$ cat src/rtl/b9_resp_compactor.sv
// -----------------------------------------------------------------------------
// b9_resp_compactor
//
// Response compaction stage behind the b9 control-logic block. Each 21-bit b9
// output word accepted on a valid/ready handshake is folded into a Galois
// multiple-input signature register (MISR). After the programmed number of
// words the block stops, holds the signature and reports pass/fail against a
// golden signature captured at start.
//
// Ports:
//   clk        : clock, all state changes on the rising edge
//   rst_n      : asynchronous active-low reset
//   start      : one-cycle pulse, starts a run (accepted in IDLE or DONE only)
//   abort      : returns to IDLE on the next edge, signature/vec_count held
//   num_vec    : number of words in the run, captured on an accepted start
//   golden     : expected final signature, captured on an accepted start
//   in_valid   : upstream word valid
//   in_ready   : block accepts a word this cycle (decoded from state, RUN)
//   in_data    : upstream response word
//   busy       : registered, high while in RUN
//   done       : registered, high while in DONE
//   pass       : registered, in DONE: final signature == golden
//   signature  : current MISR contents
//   vec_count  : words accepted in the current run
// -----------------------------------------------------------------------------
module b9_resp_compactor #(
    parameter int                 RESP_W = 21,
    parameter int                 CNT_W  = 16,
    parameter logic [RESP_W-1:0]  SEED   = 21'h000000,
    parameter logic [RESP_W-1:0]  POLY   = 21'h000005
) (
    input  logic              clk,
    input  logic              rst_n,
    input  logic              start,
    input  logic              abort,
    input  logic [CNT_W-1:0]  num_vec,
    input  logic [RESP_W-1:0] golden,
    input  logic              in_valid,
    output logic              in_ready,
    input  logic [RESP_W-1:0] in_data,
    output logic              busy,
    output logic              done,
    output logic              pass,
    output logic [RESP_W-1:0] signature,
    output logic [CNT_W-1:0]  vec_count
);

    typedef enum logic [1:0] {
        S_IDLE = 2'd0,
        S_RUN  = 2'd1,
        S_DONE = 2'd2
    } state_t;

    // One MISR step: shift left, apply feedback taps when the MSB falls out,
    // then fold in the incoming word.
    function automatic logic [RESP_W-1:0] misr_step(
        input logic [RESP_W-1:0] sig,
        input logic [RESP_W-1:0] data
    );
        logic [RESP_W-1:0] fb;
        fb = sig[RESP_W-1] ? POLY : {RESP_W{1'b0}};
        return {sig[RESP_W-2:0], 1'b0} ^ fb ^ data;
    endfunction

    state_t            state_q, state_d;
    logic [RESP_W-1:0] sig_q,   sig_d;
    logic [CNT_W-1:0]  cnt_q,   cnt_d;
    logic [CNT_W-1:0]  num_q,   num_d;
    logic [RESP_W-1:0] gold_q,  gold_d;
    logic              busy_q,  busy_d;
    logic              done_q,  done_d;
    logic              pass_q,  pass_d;

    logic [RESP_W-1:0] sig_next_s;
    logic [CNT_W-1:0]  cnt_next_s;

    // Next-state and datapath update: abort beats start and transfer.
    always_comb begin
        state_d    = state_q;
        sig_d      = sig_q;
        cnt_d      = cnt_q;
        num_d      = num_q;
        gold_d     = gold_q;
        pass_d     = pass_q;
        sig_next_s = misr_step(sig_q, in_data);
        cnt_next_s = cnt_q + {{(CNT_W-1){1'b0}}, 1'b1};

        if (abort) begin
            state_d = S_IDLE;
            pass_d  = 1'b0;
        end else begin
            case (state_q)
                S_IDLE, S_DONE: begin
                    if (start) begin
                        num_d  = num_vec;
                        gold_d = golden;
                        sig_d  = SEED;
                        cnt_d  = {CNT_W{1'b0}};
                        if (num_vec == {CNT_W{1'b0}}) begin
                            // Empty run: the seed itself is the final signature.
                            state_d = S_DONE;
                            pass_d  = (SEED == golden);
                        end else begin
                            state_d = S_RUN;
                            pass_d  = 1'b0;
                        end
                    end else begin
                        state_d = state_q;
                    end
                end
                S_RUN: begin
                    if (in_valid) begin
                        sig_d = sig_next_s;
                        cnt_d = cnt_next_s;
                        if (cnt_next_s == num_q) begin
                            // Last word: finish on this same edge so in_ready
                            // drops before any extra word can be taken.
                            state_d = S_DONE;
                            pass_d  = (sig_next_s == gold_q);
                        end else begin
                            state_d = S_RUN;
                        end
                    end else begin
                        state_d = S_RUN;
                    end
                end
                default: begin
                    state_d = S_IDLE;
                    pass_d  = 1'b0;
                end
            endcase
        end

        busy_d = (state_d == S_RUN);
        done_d = (state_d == S_DONE);
    end

    // State and datapath registers.
    always_ff @(posedge clk or negedge rst_n) begin
        if (!rst_n) begin
            state_q <= S_IDLE;
            sig_q   <= SEED;
            cnt_q   <= {CNT_W{1'b0}};
            num_q   <= {CNT_W{1'b0}};
            gold_q  <= {RESP_W{1'b0}};
            busy_q  <= 1'b0;
            done_q  <= 1'b0;
            pass_q  <= 1'b0;
        end else begin
            state_q <= state_d;
            sig_q   <= sig_d;
            cnt_q   <= cnt_d;
            num_q   <= num_d;
            gold_q  <= gold_d;
            busy_q  <= busy_d;
            done_q  <= done_d;
            pass_q  <= pass_d;
        end
    end

    assign in_ready  = (state_q == S_RUN);
    assign busy      = busy_q;
    assign done      = done_q;
    assign pass      = pass_q;
    assign signature = sig_q;
    assign vec_count = cnt_q;

endmodule

$ cat config.mk
export PLATFORM = sky130hd
export DESIGN_NAME = b9_resp_compactor
export DESIGN_NICKNAME = d
export VERILOG_FILES = /design/src/rtl/b9_resp_compactor.sv
export SDC_FILE = /design/constraint.sdc
export NUM_CORES = 1
export LEC_CHECK = 0
export BUFFER_PORTS_ARGS = -buffer_cell sky130_fd_sc_hd__buf_2
export CAP_MARGIN = 20
export CELL_PAD_IN_SITES_DETAIL_PLACEMENT = 0
export CELL_PAD_IN_SITES_GLOBAL_PLACEMENT = 1
export CORE_ASPECT_RATIO = 0.7
export CORE_MARGIN = 2
export CORE_UTILIZATION = 41
export DETAILED_ROUTE_END_ITERATION = 12
export PLACE_DENSITY = 0.78
export SYNTH_ARGS = -nofsm -noshare
export SYNTH_HDL_FRONTEND = slang
export SYNTH_SLANG_ARGS = --single-unit
$ cat constraint.sdc
create_clock -name clk -period 3.25 [get_ports clk]
set_clock_uncertainty 0.1 [all_clocks]
set_input_delay 0.325 -clock clk [delete_from_list [all_inputs] [get_ports clk]]
set_output_delay 0.325 -clock clk [all_outputs]
set_load 0.01 [all_outputs]
# Yosys cells after proc, flatten, opt, wreduce, memory -nomap -nowiden
# Cells that the tools add are included.
# totals
register_bits	79
word_cells	50
inputBits	63
# classes
n_bitwise	3
reduce_logical	8
addsub	1
eq_ne	11
muxes	19
# ops
cell	count
2-to-1 mux 21 bit	2
one-hot mux 21 bit (2 select lines)	1
2-to-1 mux 16 bit	2
one-hot mux 16 bit (2 select lines)	1
== test 21 bit	1
zero test 21 bit	1
bitwise XOR 21 bit	1
bitwise XOR 21 x 3 -> 21 bit	1
adder 16 x 1 -> 16 bit (second input constant)	1
== test 16 bit	1
zero test 16 bit	1
2-to-1 mux 2 bit	5
!= test 3 bit (second input constant)	2
AND reduction 3 bit	2
2-to-1 mux 1 bit	5
== test 2 x 1 -> 1 bit (second input constant)	2
== test 2 bit (second input constant)	2
!= test 2 bit (second input constant)	2
one-hot mux 2 bit (2 select lines)	1
AND reduction 4 bit	1
2-to-1 mux 3 bit	1
!= test 3 x 2 -> 1 bit (second input constant)	1
zero test 2 bit	1
one-hot mux 1 bit (2 select lines)	1
3 further kinds	3

# Longest topological paths before layout
# Gate-level depths: netlist of run 1.
# depth
ltp_word	8
ltp_mapped	9
depth_no_buf	8

# Worst setup path before layout of run 1
# Ideal clock, no wire load.
# synth_timing
path_kind	reg2reg
startpoint	register cnt_q[0], in the netlist vec_count[0]
endpoint	register pass_q, in the netlist pass
slack_ns	0.785
synth_period_minus_slack_ns	2.465
n_path_buf	1
arrival_time_ns	2.240
setup_time_ns	0.125
path_stages_with_launch	10
required_ns	3.025
cell_sequence	dfrtp_1 ha_1 and4_1 buf_2 nand3_1 or4_1 nand4_1 nor4_4 o21ai_2 mux2_4
# synth_via
elab_chain_len	4
# synth_lines
element	line	text
start, declared	67	logic [CNT_W-1:0] cnt_q, cnt_d;
start signal, assigned	143	cnt_q <= {CNT_W{1'b0}};
start signal, assigned	152	cnt_q <= cnt_d;
adder 16 x 1 -> 16 bit	86	cnt_next_s = cnt_q + {{(CNT_W-1){1'b0}}, 1'b1};
== test 16 bit	115	if (cnt_next_s == num_q) begin
!= test 3 x 2 -> 1 bit (no source line)	n/a	
AND reduction 3 bit (no source line)	n/a	
end signal, assigned	157	pass_q <= pass_d;
end, declared	72	logic pass_q, pass_d;
# No other way between the ends.
# A chain may end at the register's enable or synchronous reset.

# Worst setup path after layout of run 1
# Same ends and word-level chain as after synthesis.

==> qor.csv, run 1 <==
metric,value,unit
final_common_cell,buf_2,
initial_utilization,0.424,
setup_ws,0.602,ns
seq_area_frac_synth,0.478,
htreeDepth,3,
cp-start-kind,register,
synth-async-reset-ratio,1.00,
power_density,559,nW/um^2
fin_setup_tns,0,ns
antenna_left,0,
rsz0062_at_grt,false,
fmax,378,MHz
syn_nets,435,
path_cells,ha_1 > and4_1 > nand3_1 > or4_1 > nand4_1 > nor4_4 > o21ai_2 > mux2_4,
rr_worst_depth,8,
num_vias,3297,
cts_resized,0,
cp_slowest_cell,or4_1,
die_width,124,um
status,completed,
worst_path_largest_cell_delay,0.51,ns
place_worst_setup_slack,0.636,ns
cts.sinks,79,
rr_endpoint,pass$_DFFE_PN0P_,
place_area,4770,sq um
antenna_cells,0,
antenna_found_initial,0,
first_global_vias,3136,
criticalPathCategory,register to register,
ys_warn_count,0,
hold_class,input pin to register,
cts_made_buffers,9,
final_cell_area,5120,sq um
syn_to_final_growth,23.7,%
die_area,10900,sq um
yosys-top-cells-area,"dfrtp_1, mux2_2, xor2_1, xnor2_1, a22o_1",
busiest_layer,met1,
min_from,num_vec[5],
final_cell_mix,"buf_2, dfrtp_1, mux2_2",
final_nets,534,
maxCapViolations,0,
gp_congestion,0.833,
grt_use_total,0.209,
crit_cells,8,
synth_cells,371,
worstReg2RegStart,vec_count[0]$_DFFE_PN0P_,
fillCellCount,901,
grt_max_degree,80,
root_buffer,clkbuf_16,
worstSetupStartpoint,vec_count[0]$_DFFE_PN0P_,
cts_hold_buf,0,
clk_pin_slew_worst_paths,0.06,ns
std_cell_rows,30,
syn-cell-area,4140,sq um
gr-usage-met3,0.0553,
remaining_drc_errors,0,
ys_ff_latch,79,
synth_enable_flop_cells,0,
crit_fanout,7,
postRouteWirelength,10.9,mm
crit_path_end_kind,register,
fin_crit_sh,0.815,
yosys.area.top_type_share,0.478,
overflow,0,
hold_slack,0.137,ns
cts_tree,yes,
slew_violations,0,
static-leakage-power,0.00237,uW
cts.path.max_buffers,2,
io_buffers,103,
num_io_pins,104,
required,3.37,ns
post_cts_buffers,0,
critPathCapture,pass$_DFFE_PN0P_,
finalCriticalPeriod,2.65,ns
hpwlAfterDp,7.89,mm
setup_viol,0,
first_pass_iters,4,
core,9760,sq um
die_y,88.1,um
multi_input_area,2090,sq um
avgSynthCellArea,11.2,sq um
synth_top_area_cell,dfrtp_1,
first_iter_violations,202,
wl_per_cell,18.1,um
use_met1,0.329,
irDropWorstVdd,0.000265,V
path_delay_family,simple AND/OR/NAND/NOR gates,
clk_latency,0.33,ns
regToRegSetupSlack,0.60,ns
hold_violations,0,
vias_per_cell,5.47,
worstMarginPinSlew,0.944,ns
crit_buf_inv,0,
cp.arrival,2.76,ns
seq_area,1980,sq um
grt_pass1_wl,17.0,mm
slew_headroom,0.369,
synth_top_flop_cell,dfrtp_1,
use_met2,0.279,
drive_above_1_share,0.360,
ys_types,44,
cell type report:
class / count / area share
clock buffer: 10 / 0.0467
sequential: 79 / 0.386
clock inverter: 6 / 0.0134
inverter: 3 / 0.00220
multi-input combinational: 270 / 0.409
timing repair buffer: 107 / 0.111
tap: 128 / 0.0313
worst min path at each step:
stage | endpoint | slack [ns] | cells past startpoint
finish | num_q[5]$_DFFE_PN0P_ | 0.14 | 2
global route | num_q[14]$_DFFE_PN0P_ | 0.12 | 2
CTS | num_q[10]$_DFFE_PN0P_ | 0.11 | 1
detailed placement | gold_q[14]$_DFFE_PN0P_ | 0.42 | 1
global placement | signature[2]$_DFFE_PN0P_ | 0.41 | 2
floorplan | busy$_DFF_PN0_ | -0.07 | 0
per-layer routing:
metal	vias to the layer above	wire length [um]
met5	-	0
met2	118	4530
met4	0	78
met1	1628	5440
li1	1543	-
met3	8	881
synthesized netlist by cell type, types with 2 or more instances:
cell,n
nand3_2,2
xor2_1,36
mux2_2,37
nor4_1,12
a22o_1,22
and4_1,3
o31ai_1,8
nor3b_1,4
dfrtp_1,79
and2_1,6
inv_1,3
o21ai_0,22
nand4_1,10
nand3b_1,3
a31oi_1,2
xnor2_1,29
nor3_1,4
nand3_1,8
buf_2,4
a21oi_1,9
clkbuf_1,15
nor2_1,17
nor4_2,2
nand2_1,14
sequential cells by signal, indices dropped and copies added, names as in the netlist:
signal / count
busy: 1
done: 1
gold_q: 21
num_q: 16
pass: 1
signature: 21
state_q: 2
vec_count: 16
where the power goes:
group | internal, uW | switching (uW) | total [uW]
clock network | 620 | 409 | 1030
registers | 1120 | 121 | 1240
logic | 302 | 295 | 597
total | 2040 | 825 | 2860
cell families (layout without fill, tap and decap cells):
| logic type | after synthesis | after routing | synth area share |
|---|---|---|---|
| compound gates | 72 | 72 | 0.121 |
| flops | 79 | 79 | 0.478 |
| simple gates | 94 | 94 | 0.135 |
| xor+xnor | 65 | 65 | 0.138 |
| fa+ha+maj | 1 | 1 | 0.00302 |
| buf+inv | 22 | 126 | 0.0212 |
| mux | 38 | 38 | 0.104 |
metrics by stage:
step | power, uW | cells | util
global route | 3010 | 603 | 0.524
finish | 2860 | 603 | 0.524
floorplan | 1620 | 371 | -
detailed placement | 1850 | 585 | 0.489
global placement | 1830 | 585 | 0.489
CTS | 2890 | 601 | 0.521
Note: power is estimated with default switching activity, not from simulation.
==> run 2: changes to the inputs <==
Settings changed: ABC_AREA from default to 1, CORE_UTILIZATION 41 to 35, PLACE_DENSITY 0.78 to 0.76.
Clock period 3.25 ns to 2.3 ns, I/O delays scaled along.
==> run 2 against run 1 <==
  * Wire length up 29%
  * Highest routed layer unchanged
  * Critical path type unchanged
  * Final area increased by 12%
  * Combinational power rose by 55%
  * Largest cell class unchanged
==> qor.csv, run 2 <==
metric,value,unit
cp.arrival,2.24,ns
swShare,0.305,
criticalPathCategory,register to register,
cts_made_buffers,9,
avgSynthCellArea,6.91,sq um
cp_slowest_cell,dfrtp_2,
slew_violations,0,
synth_cells,666,
crit_path_frequent_cell,nand2_1,
static-leakage-power,0.00303,uW
maxCapViolations,0,
cts.sinks,79,
overflow,0,
cp-start-kind,register,
crit_buf_inv,0,
ys_ff_latch,79,
post-synth-top-count-cell,nand2_1,
clk_latency,0.33,ns
grt_pass1_wl,22.3,mm
syn_to_final_growth,24.6,%
final_util,0.441,
required,2.46,ns
p_seq_frac,0.407,
cts_tree,yes,
syn-cell-area,4600,sq um
first_iter_violations,322,
hpwlAfterDp,10.8,mm
setup_viol,0,
synth_enable_flop_cells,0,
initial_utilization,0.354,
die_area,14100,sq um
ys_warn_count,0,
irDropWorstVdd,0.000394,V
vias_per_cell,4.87,
num_vias,4626,
wl_met2,5.66,mm
gp_congestion,0.841,
yosys-top-cells-area,"dfrtp_1, nand2_1, inv_1, nand3_1, o21ai_0",
regToRegSetupSlack,0.22,ns
wl_per_cell,14.8,um
hold_slack,0.0173,ns
synth_top_area_cell,dfrtp_1,
antenna_left,0,
htreeDepth,3,
die_y,100,um
crit_path_end_kind,register,
io_buffers,103,
yosys.area.top_type_share,0.429,
remaining_drc_errors,0,
synth_top_flop_cell,dfrtp_1,
final_common_cell,nand2_1,
worst_path_largest_cell_delay,0.41,ns
synth-async-reset-ratio,1.00,
p_int,2880,uW
finalPower,4150,uW
antenna_cells,0,
fmax,481,MHz
status,completed,
die_width,141,um
grt_use_total,0.204,
final_nets,843,
place_worst_setup_slack,0.139,ns
seq_area_frac_synth,0.429,
highest_layer,met4,
first_global_vias,4284,
synth.top_cells.by_count,"nand2_1, inv_1, dfrtp_1",
first_pass_iters,6,
finalCriticalPeriod,2.08,ns
postRouteWirelength,14.1,mm
final_cell_mix,"nand2_1, buf_2, inv_1",
ys_types,30,
core,13000,sq um
power_density,723,nW/um^2
hold_violations,0,
grt_max_degree,61,
worstMarginPinSlew,0.621,ns
wl_met1,7.36,mm
slew_headroom,0.582,
pwr-share-comb,0.223,
clkPwrFrac,0.370,
clk_pin_slew_worst_paths,0.06,ns
antenna_found_initial,0,
path_cells,ha_4 > nand2_2 > nor2_4 > nand2_1 > nand2_1 > nand2_1 > nand2_1 > nand2_1 > nor2_1 > nand4_1 > nor2_2 > nand3_1 > a21oi_1,
syn_nets,730,
root_buffer,clkbuf_16,
drive_above_1_share,0.198,
wl_met3,870,um
num_io_pins,104,
fin_crit_sh,0.904,
hold_class,input pin to register,
setup_ws,0.222,ns
crit_fanout,8,
std_cell_rows,35,
cts.path.max_buffers,2,
path_delay_family,simple AND/OR/NAND/NOR gates,
p_sw,1260,uW
run 2: power by group through the flow:
stage | combinational [uW] | clock (uW) | sequential (uW)
finish | 925 | 1530 | 1690
global route | 1050 | 1640 | 1710
CTS | 909 | 1570 | 1690
detailed placement | 903 | 0 | 1710
global placement | 893 | 0 | 1710
floorplan | 534 | 0 | 1710
run 2: kinds of logic (layout without fill, tap and decap cells):
group,after synthesis,after routing,share of synthesized area
AO/OA/AOI/OAI,76,76,0.0894
XOR/XNOR,8,8,0.0152
adder cells (fa/ha/maj),1,1,0.00272
buffers and inverters,112,229,0.0957
flip-flops,79,79,0.429
AND/OR/NAND/NOR,390,390,0.367
run 2: layout make-up:
cell class,count,area [sq um]
clock inverters,3,67.6
fillers,1345,7270
repair buffers,115,648
clock buffers,12,246
flip-flops and latches,79,1980
inverters,99,372
well taps,166,208
multi-input cells,475,2210
run 2: final timing paths:
path                                           from                         to  cells past startpoint
setup / recovery           vec_count[1]$_DFFE_PN0P_       state_q[1]$_DFF_PN0_                     13
hold / removal                          num_vec[15]      num_q[15]$_DFFE_PN0P_                      3
setup reg to reg           vec_count[1]$_DFFE_PN0P_       state_q[1]$_DFF_PN0_                     13
hold reg to reg                num_q[8]$_DFFE_PN0P_       num_q[8]$_DFFE_PN0P_                      2
max in group asynchronous                     rst_n  signature[20]$_DFFE_PN0P_                      3
min in group asynchronous                     rst_n       num_q[2]$_DFFE_PN0P_                      2
run 2: stage by stage:
step                instance area (sq um)  std cells  setup TNS, ns
global route                         5730        949       -0.00581
global placement                     5360        930              0
finish                               5730        949              0
floorplan                            4600        666              0
CTS                                  5690        946              0
detailed placement                   5360        930              0
run 2: timing repair:
action / CTS / global route
buffers inserted: 0 / 3
setup endpoints to repair: 0 / 5
endpoints found under the hold margin: 19 / 0
resized for setup: 0 / 7
hold buffers: 1 / 0
run 2: per-layer routing:
layer | vias to the layer above | track usage
li1 | 2350 | -
met1 | 2129 | 0.312
met2 | 130 | 0.286
met3 | 17 | 0.0496
met4 | 0 | 0.0508
met5 | - | 0
run 2: tightest hold or removal path, cell delays in order:
cell and delay, ns:
buf_2 0.09, nand2_1 0.04, o21ai_0 0.05
==> run 3: changes to the inputs <==
Settings changed: BUFFER_PORTS_ARGS -buffer_cell sky130_fd_sc_hd__buf_2 to -buffer_cell sky130_fd_sc_hd__buf_4.
==> run 3 against run 2 <==
  * Sequential share of layout area down 1.4 points
  * Clock-buffer cell count unchanged
  * Total power down 0.63%
  * Wire length up 3.0%
  * Core utilization up 1.9 points
  * Largest cell class unchanged
  * Register-to-register slack worse by 0.07 ns
  * Combinational power up 5.0%
  * Final area up 4.3%
  * Global-route usage up 0.69 points
  * Final cell count up 0.11%
  * Worst setup slack worse by 0.066 ns
==> qor.csv, run 3 (synthesis gave the netlist of run 2 again) <==
metric,value,unit
status,completed,
crit_path_end_kind,register,
fmax,466,MHz
die_area,14100,sq um
final_cell_mix,"nand2_1, buf_4, inv_1",
rr_worst_depth,15,
rr_endpoint,pass$_DFFE_PN0P_,
cp.arrival,2.27,ns
slew_violations,0,
gp_congestion,0.858,
htreeDepth,3,
antenna_cells,0,
cts.path.max_buffers,2,
final_util,0.460,
cp-start-kind,register,
slew_headroom,0.573,
worstReg2RegStart,vec_count[0]$_DFFE_PN0P_,
crit_fanout,5,
min_from,num_vec[15],
maxCapViolations,0,
gr-usage-met3,0.0448,
overflow,0,
hpwlAfterDp,11.2,mm
cts_tree,yes,
power_density,689,nW/um^2
initial_utilization,0.354,
vias_per_cell,5.00,
core,13000,sq um
cts_made_buffers,9,
grt_use_total,0.211,
grt_max_degree,45,
hold_slack,0.0132,ns
io_buffers,103,
antenna_found_initial,0,
setup_ws,0.155,ns
antenna_left,0,
criticalPathCategory,register to register,
syn_to_final_growth,30.0,%
die_y,100,um
first_pass_iters,5,
cp_slowest_cell,dfrtp_2,
min_delay_path_depth,3,
path_delay_family,simple AND/OR/NAND/NOR gates,
use_met1,0.321,
final_common_cell,nand2_1,
path_cells,ha_4 > nand2_1 > nor2_4 > buf_12 > nand4_1 > nand2_1 > nand2_1 > nand2_1 > nand2_1 > nor2_1 > nand3_1 > nand2_1 > nand3_1 > nand2_1 > nand2_1,
num_io_pins,104,
static-leakage-power,0.00308,uW
first_iter_violations,344,
num_vias,4752,
die_width,141,um
first_global_vias,4415,
fin_crit_sh,0.932,
multi_input_area,2220,sq um
clk_latency,0.33,ns
wl_per_cell,15.3,um
remaining_drc_errors,0,
finalCriticalPeriod,2.14,ns
busiest_layer,met1,
hold_class,input pin to register,
seq_area,1980,sq um
required,2.42,ns
cts.sinks,79,
clk_pin_slew_worst_paths,0.06,ns
use_met2,0.310,
irDropWorstVdd,0.000363,V
crit_buf_inv,1,
drive_above_1_share,0.200,
regToRegSetupSlack,0.16,ns
crit_path_frequent_cell,nand2_1,
fillCellCount,1362,
final_cell_area,5980,sq um
grt_pass1_wl,23.0,mm
place_area,5590,sq um
hold_violations,0,
postRouteWirelength,14.5,mm
root_buffer,clkbuf_16,
finalPower,4120,uW
place_worst_setup_slack,0.120,ns
worstMarginPinSlew,0.640,ns
std_cell_rows,35,
final_nets,844,
worst_hold_path.endpoint,num_q[15]$_DFFE_PN0P_,
worst_path_largest_cell_delay,0.42,ns
setup_viol,0,
## run 3: metrics by stage
stage / cells / TNS (ns)
after global placement: 930 / 0
after detailed placement: 930 / 0
final: 950 / 0
after floorplan: 666 / 0
after CTS: 947 / 0
after global routing: 950 / -0.0374
## run 3: repair_timing
| action | 4_1_cts | 5_1_grt |
|---|---|---|
| endpoints found under the hold margin | 44 | 0 |
| setup buffers | 0 | 3 |
| setup endpoints to repair | 0 | 5 |
| gates resized for setup | 0 | 9 |
| hold buffers | 2 | 0 |
## run 3: area by class of cell
cell class	count	area share
Clock buffer	12	0.0429
Clock inverter	3	0.00711
Inverter	99	0.0621
Multi-Input combinational cell	475	0.372
Sequential cell	79	0.331
Tap cell	166	0.0347
Timing Repair Buffer	116	0.151
## run 3: layer usage
layer	wire length, um	vias to the layer above
met5	0	-
met4	125	0
met3	796	10
met2	6100	138
met1	7480	2250
li1	-	2354
## run 3: worst max-delay path by stage
stage | start | endpoint | slack [ns] | depth (start not counted)
after floorplan | vec_count[0]$_DFFE_PN0P_ | pass$_DFFE_PN0P_ | 0.40 | 16
after global placement | vec_count[0]$_DFFE_PN0P_ | busy$_DFF_PN0_ | 0.23 | 14
after detailed placement | vec_count[0]$_DFFE_PN0P_ | pass$_DFFE_PN0P_ | 0.12 | 14
after CTS | vec_count[0]$_DFFE_PN0P_ | pass$_DFFE_PN0P_ | 0.09 | 14
after global routing | vec_count[1]$_DFFE_PN0P_ | state_q[0]$_DFF_PN0_ | -0.01 | 14
final | vec_count[0]$_DFFE_PN0P_ | pass$_DFFE_PN0P_ | 0.16 | 15
## run 3: report_power, final
| group | total, uW | switching [uW] | internal [uW] |
|---|---|---|---|
| clock | 1460 | 564 | 893 |
| combinational | 971 | 578 | 394 |
| sequential | 1690 | 129 | 1560 |
## run 3: worst reg2reg max path, delay by kind of cell, from the launching register on
family | cells | cell delay (ns)
AND/OR/NAND/NOR | 13 | 1.22
adder cells (fa/ha/maj) | 1 | 0.16
buffers and inverters | 1 | 0.15
flip-flops | 1 | 0.42
